==> config.mk <==
export PLATFORM = sky130hd
export DESIGN_NAME = xo_tune_sequencer_flat
export DESIGN_NICKNAME = d
export VERILOG_FILES = /design/src/rtl/xo_tune_sequencer_if.sv /design/src/rtl/xo_tune_sequencer.sv /design/src/flat_wrapper.sv
export SDC_FILE = /design/constraint.sdc
export NUM_CORES = 1
export LEC_CHECK = 0
export ABC_AREA = 1
export BUFFER_PORTS_ARGS = -buffer_cell sky130_fd_sc_hd__buf_2
export CAP_MARGIN = 5
export CORE_ASPECT_RATIO = 0.5
export CORE_UTILIZATION = 45
export DETAILED_ROUTE_END_ITERATION = 10
export PLACE_DENSITY_LB_ADDON = 0.25
export SLEW_MARGIN = 40
export SYNTH_ARGS = -nofsm -noshare
export SYNTH_HDL_FRONTEND = slang
export SYNTH_SLANG_ARGS = --single-unit
==> constraint.sdc <==
create_clock -name Clk -period 2.25 [get_ports Clk]
set_clock_uncertainty 0.05 [all_clocks]
set_input_delay 0.5625 -clock Clk [delete_from_list [all_inputs] [get_ports Clk]]
set_output_delay 0.5625 -clock Clk [all_outputs]
set_load 0.05 [all_outputs]
==> src/rtl/xo_tune_sequencer_if.sv <==
// Pin bundle between the XO tune sequencer and the board-level loop:
// async reference/lock inputs in, tune mux select and status out.
interface xo_tune_sequencer_if #(
  parameter int CNT_W = 16
);
  logic             Ref_Toggle;
  logic             Pll_Lock;
  logic             Tune_Sel;
  logic             Ref_OK;
  logic             Lock_OK;
  logic             Fault;
  logic [1:0]       State;
  logic [CNT_W-1:0] Ref_Count;

  modport slave (
    input  Ref_Toggle, Pll_Lock,
    output Tune_Sel, Ref_OK, Lock_OK, Fault, State, Ref_Count
  );

  modport master (
    output Ref_Toggle, Pll_Lock,
    input  Tune_Sel, Ref_OK, Lock_OK, Fault, State, Ref_Count
  );
endinterface

==> src/rtl/xo_tune_sequencer.sv <==
// XO discipline supervisor: window-qualifies the divided reference, then
// walks the tune mux CENTER -> ACQUIRE -> LOCKED with retry/fault handling.
module xo_tune_sequencer #(
  parameter int WIN_LEN     = 12288,
  parameter int EXP_EDGES   = 1250,
  parameter int EDGE_TOL    = 4,
  parameter int LOCK_QUAL   = 4,
  parameter int ACQ_TIMEOUT = 64,
  parameter int MAX_RETRY   = 3,
  parameter int CNT_W       = 16
) (
  input  logic                Clk,
  input  logic                Rst_n,
  xo_tune_sequencer_if.slave  bus
);

  localparam int TW  = $clog2(WIN_LEN);
  localparam int QW  = $clog2(LOCK_QUAL + 1);
  localparam int TOW = $clog2(ACQ_TIMEOUT + 1);
  localparam int RW  = $clog2(MAX_RETRY + 1);
  localparam logic [CNT_W-1:0] GOOD_LO = CNT_W'(EXP_EDGES - EDGE_TOL);
  localparam logic [CNT_W-1:0] GOOD_HI = CNT_W'(EXP_EDGES + EDGE_TOL);

  typedef enum logic [1:0] {
    S_CENTER = 2'd0,
    S_ACQ    = 2'd1,
    S_LOCK   = 2'd2,
    S_FAULT  = 2'd3
  } state_t;

  logic             ref_s1_q, ref_s2_q, ref_s3_q;
  logic             lk_s1_q, lk_s2_q;
  logic [TW-1:0]    timer_q;
  logic [CNT_W-1:0] cnt_q, cnt_fin, ref_cnt_q;
  logic             good_prev_q, ref_ok_q, lk_all_q;
  logic             ref_edge, lk, win_tick, good, ref_fall, lk_whole;

  state_t           state_q, state_d;
  logic [QW-1:0]    qual_q, qual_d;
  logic [TOW-1:0]   to_q, to_d;
  logic [RW-1:0]    retry_q, retry_d;
  logic             lost_q, lost_d;
  logic             tune_q, lock_ok_q, fault_q;

  assign ref_edge = ref_s2_q ^ ref_s3_q;
  assign lk       = lk_s2_q;
  assign win_tick = (timer_q == TW'(WIN_LEN - 1));
  // An edge landing on the tick cycle still belongs to the closing window.
  assign cnt_fin  = (ref_edge && (cnt_q != '1)) ? cnt_q + 1'b1 : cnt_q;
  assign good     = (cnt_fin >= GOOD_LO) && (cnt_fin <= GOOD_HI);
  assign ref_fall = win_tick && ref_ok_q && !good;
  assign lk_whole = lk_all_q & lk;

  always_ff @(posedge Clk or negedge Rst_n) begin
    if (!Rst_n) begin
      ref_s1_q    <= 1'b0;
      ref_s2_q    <= 1'b0;
      ref_s3_q    <= 1'b0;
      lk_s1_q     <= 1'b0;
      lk_s2_q     <= 1'b0;
      timer_q     <= '0;
      cnt_q       <= '0;
      ref_cnt_q   <= '0;
      good_prev_q <= 1'b0;
      ref_ok_q    <= 1'b0;
      lk_all_q    <= 1'b0;
    end else begin
      ref_s1_q <= bus.Ref_Toggle;
      ref_s2_q <= ref_s1_q;
      ref_s3_q <= ref_s2_q;
      lk_s1_q  <= bus.Pll_Lock;
      lk_s2_q  <= lk_s1_q;
      if (win_tick) begin
        timer_q     <= '0;
        cnt_q       <= '0;
        ref_cnt_q   <= cnt_fin;
        good_prev_q <= good;
        ref_ok_q    <= good & good_prev_q;
        lk_all_q    <= 1'b1;
      end else begin
        timer_q  <= timer_q + 1'b1;
        cnt_q    <= cnt_fin;
        lk_all_q <= lk_all_q & lk;
      end
    end
  end

  always_comb begin
    state_d = state_q;
    qual_d  = qual_q;
    to_d    = to_q;
    retry_d = retry_q;
    lost_d  = lost_q;
    case (state_q)
      S_CENTER: begin
        qual_d = '0;
        to_d   = '0;
        if (ref_ok_q) state_d = S_ACQ;
      end
      S_ACQ: begin
        if (win_tick) begin
          qual_d = lk_whole ? qual_q + 1'b1 : '0;
          to_d   = to_q + 1'b1;
          // Lock and timeout counters restart per attempt, so a later
          // lock loss begins a fresh acquisition.
          if (qual_d >= QW'(LOCK_QUAL)) begin
            state_d = S_LOCK;
            retry_d = '0;
            qual_d  = '0;
            to_d    = '0;
          end else if (to_d >= TOW'(ACQ_TIMEOUT)) begin
            retry_d = retry_q + 1'b1;
            state_d = (retry_d >= RW'(MAX_RETRY)) ? S_FAULT : S_CENTER;
          end
        end
      end
      S_LOCK: begin
        if (!lk) state_d = S_ACQ;
      end
      S_FAULT: begin
        if (win_tick && !ref_ok_q) lost_d = 1'b1;
        if (lost_q && ref_ok_q) begin
          state_d = S_CENTER;
          retry_d = '0;
          lost_d  = 1'b0;
        end
      end
      default: state_d = S_CENTER;
    endcase
    // Losing the reference overrides lock/timeout and leaves retry untouched.
    if (ref_fall && ((state_q == S_ACQ) || (state_q == S_LOCK))) begin
      state_d = S_CENTER;
      retry_d = retry_q;
    end
  end

  always_ff @(posedge Clk or negedge Rst_n) begin
    if (!Rst_n) begin
      state_q   <= S_CENTER;
      qual_q    <= '0;
      to_q      <= '0;
      retry_q   <= '0;
      lost_q    <= 1'b0;
      tune_q    <= 1'b0;
      lock_ok_q <= 1'b0;
      fault_q   <= 1'b0;
    end else begin
      state_q   <= state_d;
      qual_q    <= qual_d;
      to_q      <= to_d;
      retry_q   <= retry_d;
      lost_q    <= lost_d;
      tune_q    <= (state_d == S_ACQ) || (state_d == S_LOCK);
      lock_ok_q <= (state_d == S_LOCK);
      fault_q   <= (state_d == S_FAULT);
    end
  end

  assign bus.Tune_Sel  = tune_q;
  assign bus.Ref_OK    = ref_ok_q;
  assign bus.Lock_OK   = lock_ok_q;
  assign bus.Fault     = fault_q;
  assign bus.State     = state_q;
  assign bus.Ref_Count = ref_cnt_q;

endmodule

==> src/flat_wrapper.sv <==
// flat-port wrapper written by rule: the top's interface ports become plain ports
module xo_tune_sequencer_flat 
#(
  parameter int WIN_LEN     = 12288,
  parameter int EXP_EDGES   = 1250,
  parameter int EDGE_TOL    = 4,
  parameter int LOCK_QUAL   = 4,
  parameter int ACQ_TIMEOUT = 64,
  parameter int MAX_RETRY   = 3,
  parameter int CNT_W       = 16
)
  (Clk, Rst_n, bus_Ref_Toggle, bus_Pll_Lock, bus_Tune_Sel, bus_Ref_OK, bus_Lock_OK, bus_Fault, bus_State, bus_Ref_Count);
  xo_tune_sequencer_if #(.CNT_W(CNT_W)) bus_i ();
  input  logic Clk;
  input  logic Rst_n;
  input wire logic [$bits(bus_i.Ref_Toggle)-1:0] bus_Ref_Toggle;
  input wire logic [$bits(bus_i.Pll_Lock)-1:0] bus_Pll_Lock;
  output wire logic [$bits(bus_i.Tune_Sel)-1:0] bus_Tune_Sel;
  output wire logic [$bits(bus_i.Ref_OK)-1:0] bus_Ref_OK;
  output wire logic [$bits(bus_i.Lock_OK)-1:0] bus_Lock_OK;
  output wire logic [$bits(bus_i.Fault)-1:0] bus_Fault;
  output wire logic [$bits(bus_i.State)-1:0] bus_State;
  output wire logic [$bits(bus_i.Ref_Count)-1:0] bus_Ref_Count;
  assign bus_i.Ref_Toggle = bus_Ref_Toggle;
  assign bus_i.Pll_Lock = bus_Pll_Lock;
  assign bus_Tune_Sel = bus_i.Tune_Sel;
  assign bus_Ref_OK = bus_i.Ref_OK;
  assign bus_Lock_OK = bus_i.Lock_OK;
  assign bus_Fault = bus_i.Fault;
  assign bus_State = bus_i.State;
  assign bus_Ref_Count = bus_i.Ref_Count;
  xo_tune_sequencer #(.WIN_LEN(WIN_LEN), .EXP_EDGES(EXP_EDGES), .EDGE_TOL(EDGE_TOL), .LOCK_QUAL(LOCK_QUAL), .ACQ_TIMEOUT(ACQ_TIMEOUT), .MAX_RETRY(MAX_RETRY), .CNT_W(CNT_W)) u_core (.Clk(Clk), .Rst_n(Rst_n), .bus(bus_i));
endmodule
==> results by stage <==
Routing:
- The detailed router placed between 3k and 4k vias in this run.
- The number of routed nets with antenna violations is 0.
- The number of DRC markers after the initial detailed-route iteration is 291.
- The detail-routed net length per standard cell is 12.7 µm.
- The first detailed-routing pass ran for 5 iterations.
- The via density per instance is about 4.7.
- The number of remaining DRC errors is 0.
- The overall routed net length is between 8000 and 9000 µm.

Timing:
- The total negative setup slack is -0.786 ns.
- The final worst-path cycle share is 1.10.
- The worst setup slack after layout is -0.222 ns.
- The headroom to the max-slew limit is 0.595.
- The worst hold margin is about 0.19 ns.
- The highest achievable clock rate is just over 400 MHz.
- Counting I/O delays and the setup requirement, the final critical path takes 2.47 ns.
- The number of failing hold endpoints at the final stage is 0.
- The final number of setup-violating endpoints is 7.
- At the pin with the least slew margin, the transition time is 0.607 ns.
- The final number of max-transition violations is 0.
- Setup repair after global routing could not meet its margin everywhere.

Place:
- In this run the cell area measured after placement is between 4000 and 5000 µm².
- Before CTS, the worst setup slack after placement is -0.204 ns.
- The HPWL after detailed placement is just over 6000 µm.
- The number of port buffers is 25.
- The last weighted congestion value of the routability-driven placer is a little under 0.9.

Run status:
- The run finished, with violations left.
- The checks that failed: setup timing.

Synthesis:
- The area share of the largest cell type after synthesis is 0.479.
- The synthesized design contains just over 70 register bits.
- For this run, the register share of the synthesized area comes to 0.479.
- For this run, asynchronously set or reset flops after synthesis account for 1.00.
- The number of distinct library cells after synthesis is 37.
- In this run, synthesis inferred 0 flip-flops with an integrated enable.
- After synthesis, the cell types taking the most area are dfrtp_1, nand2_1, inv_1.
- The cell with the most instances after synthesis is nand2_1.
- The synthesized area is 3760 µm².
- The leading register cell type out of synthesis is dfrtp_1.
- Synthesis produced a netlist whose cell count is 467.
- A synthesized cell averages 8.06 µm².
- When the netlist entered floorplanning its net count stood at 482.
- The Yosys warning count is 0.
- Summed over all instances, the cell type with the most area after synthesis is dfrtp_1.
- By count the netlist is led by nand2_1, dfrtp_1, inv_1.

Floorplan:
- In this run the horizontal extent of the chip is ~130 µm.
- The floorplan row count is 23.
- The die outline area is between 8000 and 9000 µm².
- The vertical die dimension is between 60 and 70 µm.
- In this run the standard cell core region covers just over 8000 µm².
- The initial utilization of the core area, before any placement, comes to 0.467.
- The I/O pin count is 26.

Final layout:
- The final standard cell area without fillers is 5300 µm².
- The number of fill cells is ~640.
- The number of antenna diodes in the final layout is 0.
- The area growth from synthesis to layout is 40.8%.
- The fraction of final layout cells with drive strength greater than 1 is 0.348.
- The number of nets at the end of the flow is just under 600.

Worst setup path:
- Measured in cells, the most critical reg-to-reg path has a length of 18.
- The arrival time reported for the critical path endpoint is 2.65 ns.
- The maximum fanout along the worst path is 5.
- On the worst path, the slowest cell contributes a delay of 0.41 ns.
- The number of gates on the worst path with buffers counted is 18.
- The startpoint of the lowest-slack register-to-register path is u_core.cnt_q[1].
- The slowest stage of the critical path belongs to the cell dfrtp_1.
- The timing endpoint of the critical path is u_core.bus.Tune_Sel.
- STA classifies the critical path startpoint as a flop.
- Traced cell by cell, the critical path runs through ha_4 -> inv_2 -> nor2_4 -> nand2_4 -> nor2_4 -> nor2_4 -> clkbuf_16 -> o21ai_2 -> nor2_2 -> nand3_2 -> nor2_2 -> nand2_1 -> nand2_2 -> nand2_4 -> nand2_4 -> nand3_2 -> ha_1 -> inv_1.
- STA puts the critical path data required time at between 2 and 2.5 ns.
- The register-to-register setup slack is -0.22 ns.
- The combined buffer and inverter count along the critical path is 3.
- On the critical path the largest part of the delay comes from simple AND/OR/NAND/NOR gates.
- In this run the worst setup path begins at u_core.cnt_q[1].
- STA classifies the critical path endpoint as a flop.
- The capture point of the worst reg-to-reg path is u_core.bus.Tune_Sel.
- The worst setup path is of the reg2reg kind.

Clock tree:
- The number of buffers inserted during clock tree synthesis is 9.
- The clock latency on the worst-skew pair is approximately 0.33 ns.
- The maximum clock path buffer count is 2.
- The H-tree depth reported by CTS is 3.
- The clock net in this run drives a total of 72 sinks.
- The clock root buffer is clkbuf_16.
- For this design, the CTS-stage hold fixing added 0 buffers.
- The CTS tree is done.
- The clock-pin slew reported for the worst setup and hold paths after clock tree synthesis is around 0.060 ns.

Power and ir drop:
- The share of total power in the clock network is 0.313.
- The combinational fraction of design power is 0.386.
- The internal power summed over all cells is between 0.003 and 0.004 W.
- The net switching power is around 0.0017 W.
- The power per cell area is around 930 nW/µm².
- The sequential share of power is 0.300.
- In this run the static leakage power is 2.68 nW.
- The proportion of total power due to net switching is 0.335.
- The peak ir drop on the vdd network is around 0.49 mV.

Flow run:
- The max-capacitance violation count is 0.

Global routing:
- The number of global-route vias before repair was a little over 3k.
- The global-route wire length before repair is roughly 14000 µm.
- The total congestion overflow is 0.
- The pin count of the biggest net entering global routing is 29.
- Across every metal layer, demand over resource in global routing totals 0.209.
- The number of antenna violations at the first check in global routing is 0.

Worst hold path:
- In this run the worst hold path is classified as in2async.
worst register-to-register path: stages (launching register included):
cell       delay (ns)
dfrtp_1          0.41
ha_4             0.18
inv_2            0.06
nor2_4           0.04
nand2_4          0.06
nor2_4           0.04
nor2_4           0.20
clkbuf_16        0.21
o21ai_2          0.07
nor2_2           0.16
nand3_2          0.11
nor2_2           0.08
nand2_1          0.07
nand2_2          0.10
nand2_4          0.07
nand2_4          0.07
nand3_2          0.07
ha_1             0.28
inv_1            0.03
power groups by stage:
stage,registers (W),logic [W],clock network (W)
detailed placement,0.00150,0.00152,0
global route,0.00150,0.00207,0.00162
finish,0.00148,0.00191,0.00155
CTS,0.00148,0.00158,0.00158
global placement,0.00150,0.00151,0
floorplan,0.00152,0.000830,0
metrics by stage:
stage,total power (W),utilization,std cells
floorplan,0.00235,-,467
global placement,0.00302,0.569,670
detailed placement,0.00303,0.569,670
CTS,0.00464,0.612,688
global route,0.00519,0.657,698
finish,0.00494,0.657,698
worst min-delay path by stage:
stage          depth (start not counted)           start                       to
2_1_floorplan                          0           Rst_n         u_core.bus.Fault
3_3_place_gp                           0  u_core.lk_s1_q                u_core.lk
6_report                               1           Rst_n  u_core.bus.Ref_Count[3]
3_5_place_dp                           0  u_core.lk_s1_q                u_core.lk
5_1_grt                                1           Rst_n        u_core.retry_q[1]
4_1_cts                                1           Rst_n  u_core.bus.Ref_Count[3]
per-layer routing:
metal  wire (µm)  track usage  up-vias
met5           0            0        -
met4          96       0.0756        0
met3         298       0.0510        7
met2        4250        0.341       47
met1        4230        0.273     1527
li1            -            -     1711
cell usage in the layout, fill, tap and decap left out, drive strengths merged:
cell type / synthesis / layout
nand2: 134 / 134
buf: 4 / 108
dfrtp: 72 / 72
nor2: 65 / 65
inv: 62 / 64
o21ai: 35 / 35
nand3: 25 / 25
xor2: 13 / 13
clkbuf: 3 / 12
ha: 11 / 11
a21oi: 8 / 8
nand4: 7 / 7
nor3: 6 / 6
xnor2: 4 / 4
o22ai: 4 / 4
clkinvlp: 0 / 3
nand3b: 2 / 2
o21a: 2 / 2
bufinv: 0 / 2
and3: 1 / 1
or2: 1 / 1
a31oi: 1 / 1
nor4: 1 / 1
a311oi: 1 / 1
o31ai: 1 / 1
a22o: 1 / 1
a32o: 1 / 1
a22oi: 1 / 1
area by class of cell:
| type | count | area (µm²) | share of cell area |
|---|---|---|---|
| clock buffer | 10 | 239 | 0.0451 |
| clock inverter | 6 | 91.3 | 0.0172 |
| inverter | 63 | 236 | 0.0446 |
| multi-input combinational | 325 | 1940 | 0.366 |
| sequential | 72 | 1800 | 0.340 |
| tap | 112 | 140 | 0.0265 |
| timing repair buffer | 110 | 851 | 0.161 |
repair_timing:
item,in CTS,in global routing
gates resized for setup,1,73
gates cloned,0,3
hold endpoints to repair,0,0
endpoints found under the setup margin,7,39
setup buffers,2,7
pin swaps,1,14
registers in the layout, indices dropped and copies added, names as in the netlist, 2 cells and up:
name / count
u_core.bus.Ref_Count: 16
u_core.bus.State: 2
u_core.cnt_q: 16
u_core.qual_q: 3
u_core.retry_q: 2
u_core.timer_q: 14
u_core.to_q: 7
cell families (layout without fill, tap and decap cells):
logic type,count (synthesis),in the layout,share of synthesized area
compound gates,55,55,0.0838
xor+xnor,17,17,0.0396
fa+ha+maj,11,11,0.0366
buf+inv,70,189,0.0758
flops,72,72,0.479
simple gates,242,242,0.286
Power figures use the tool's default switching activity.
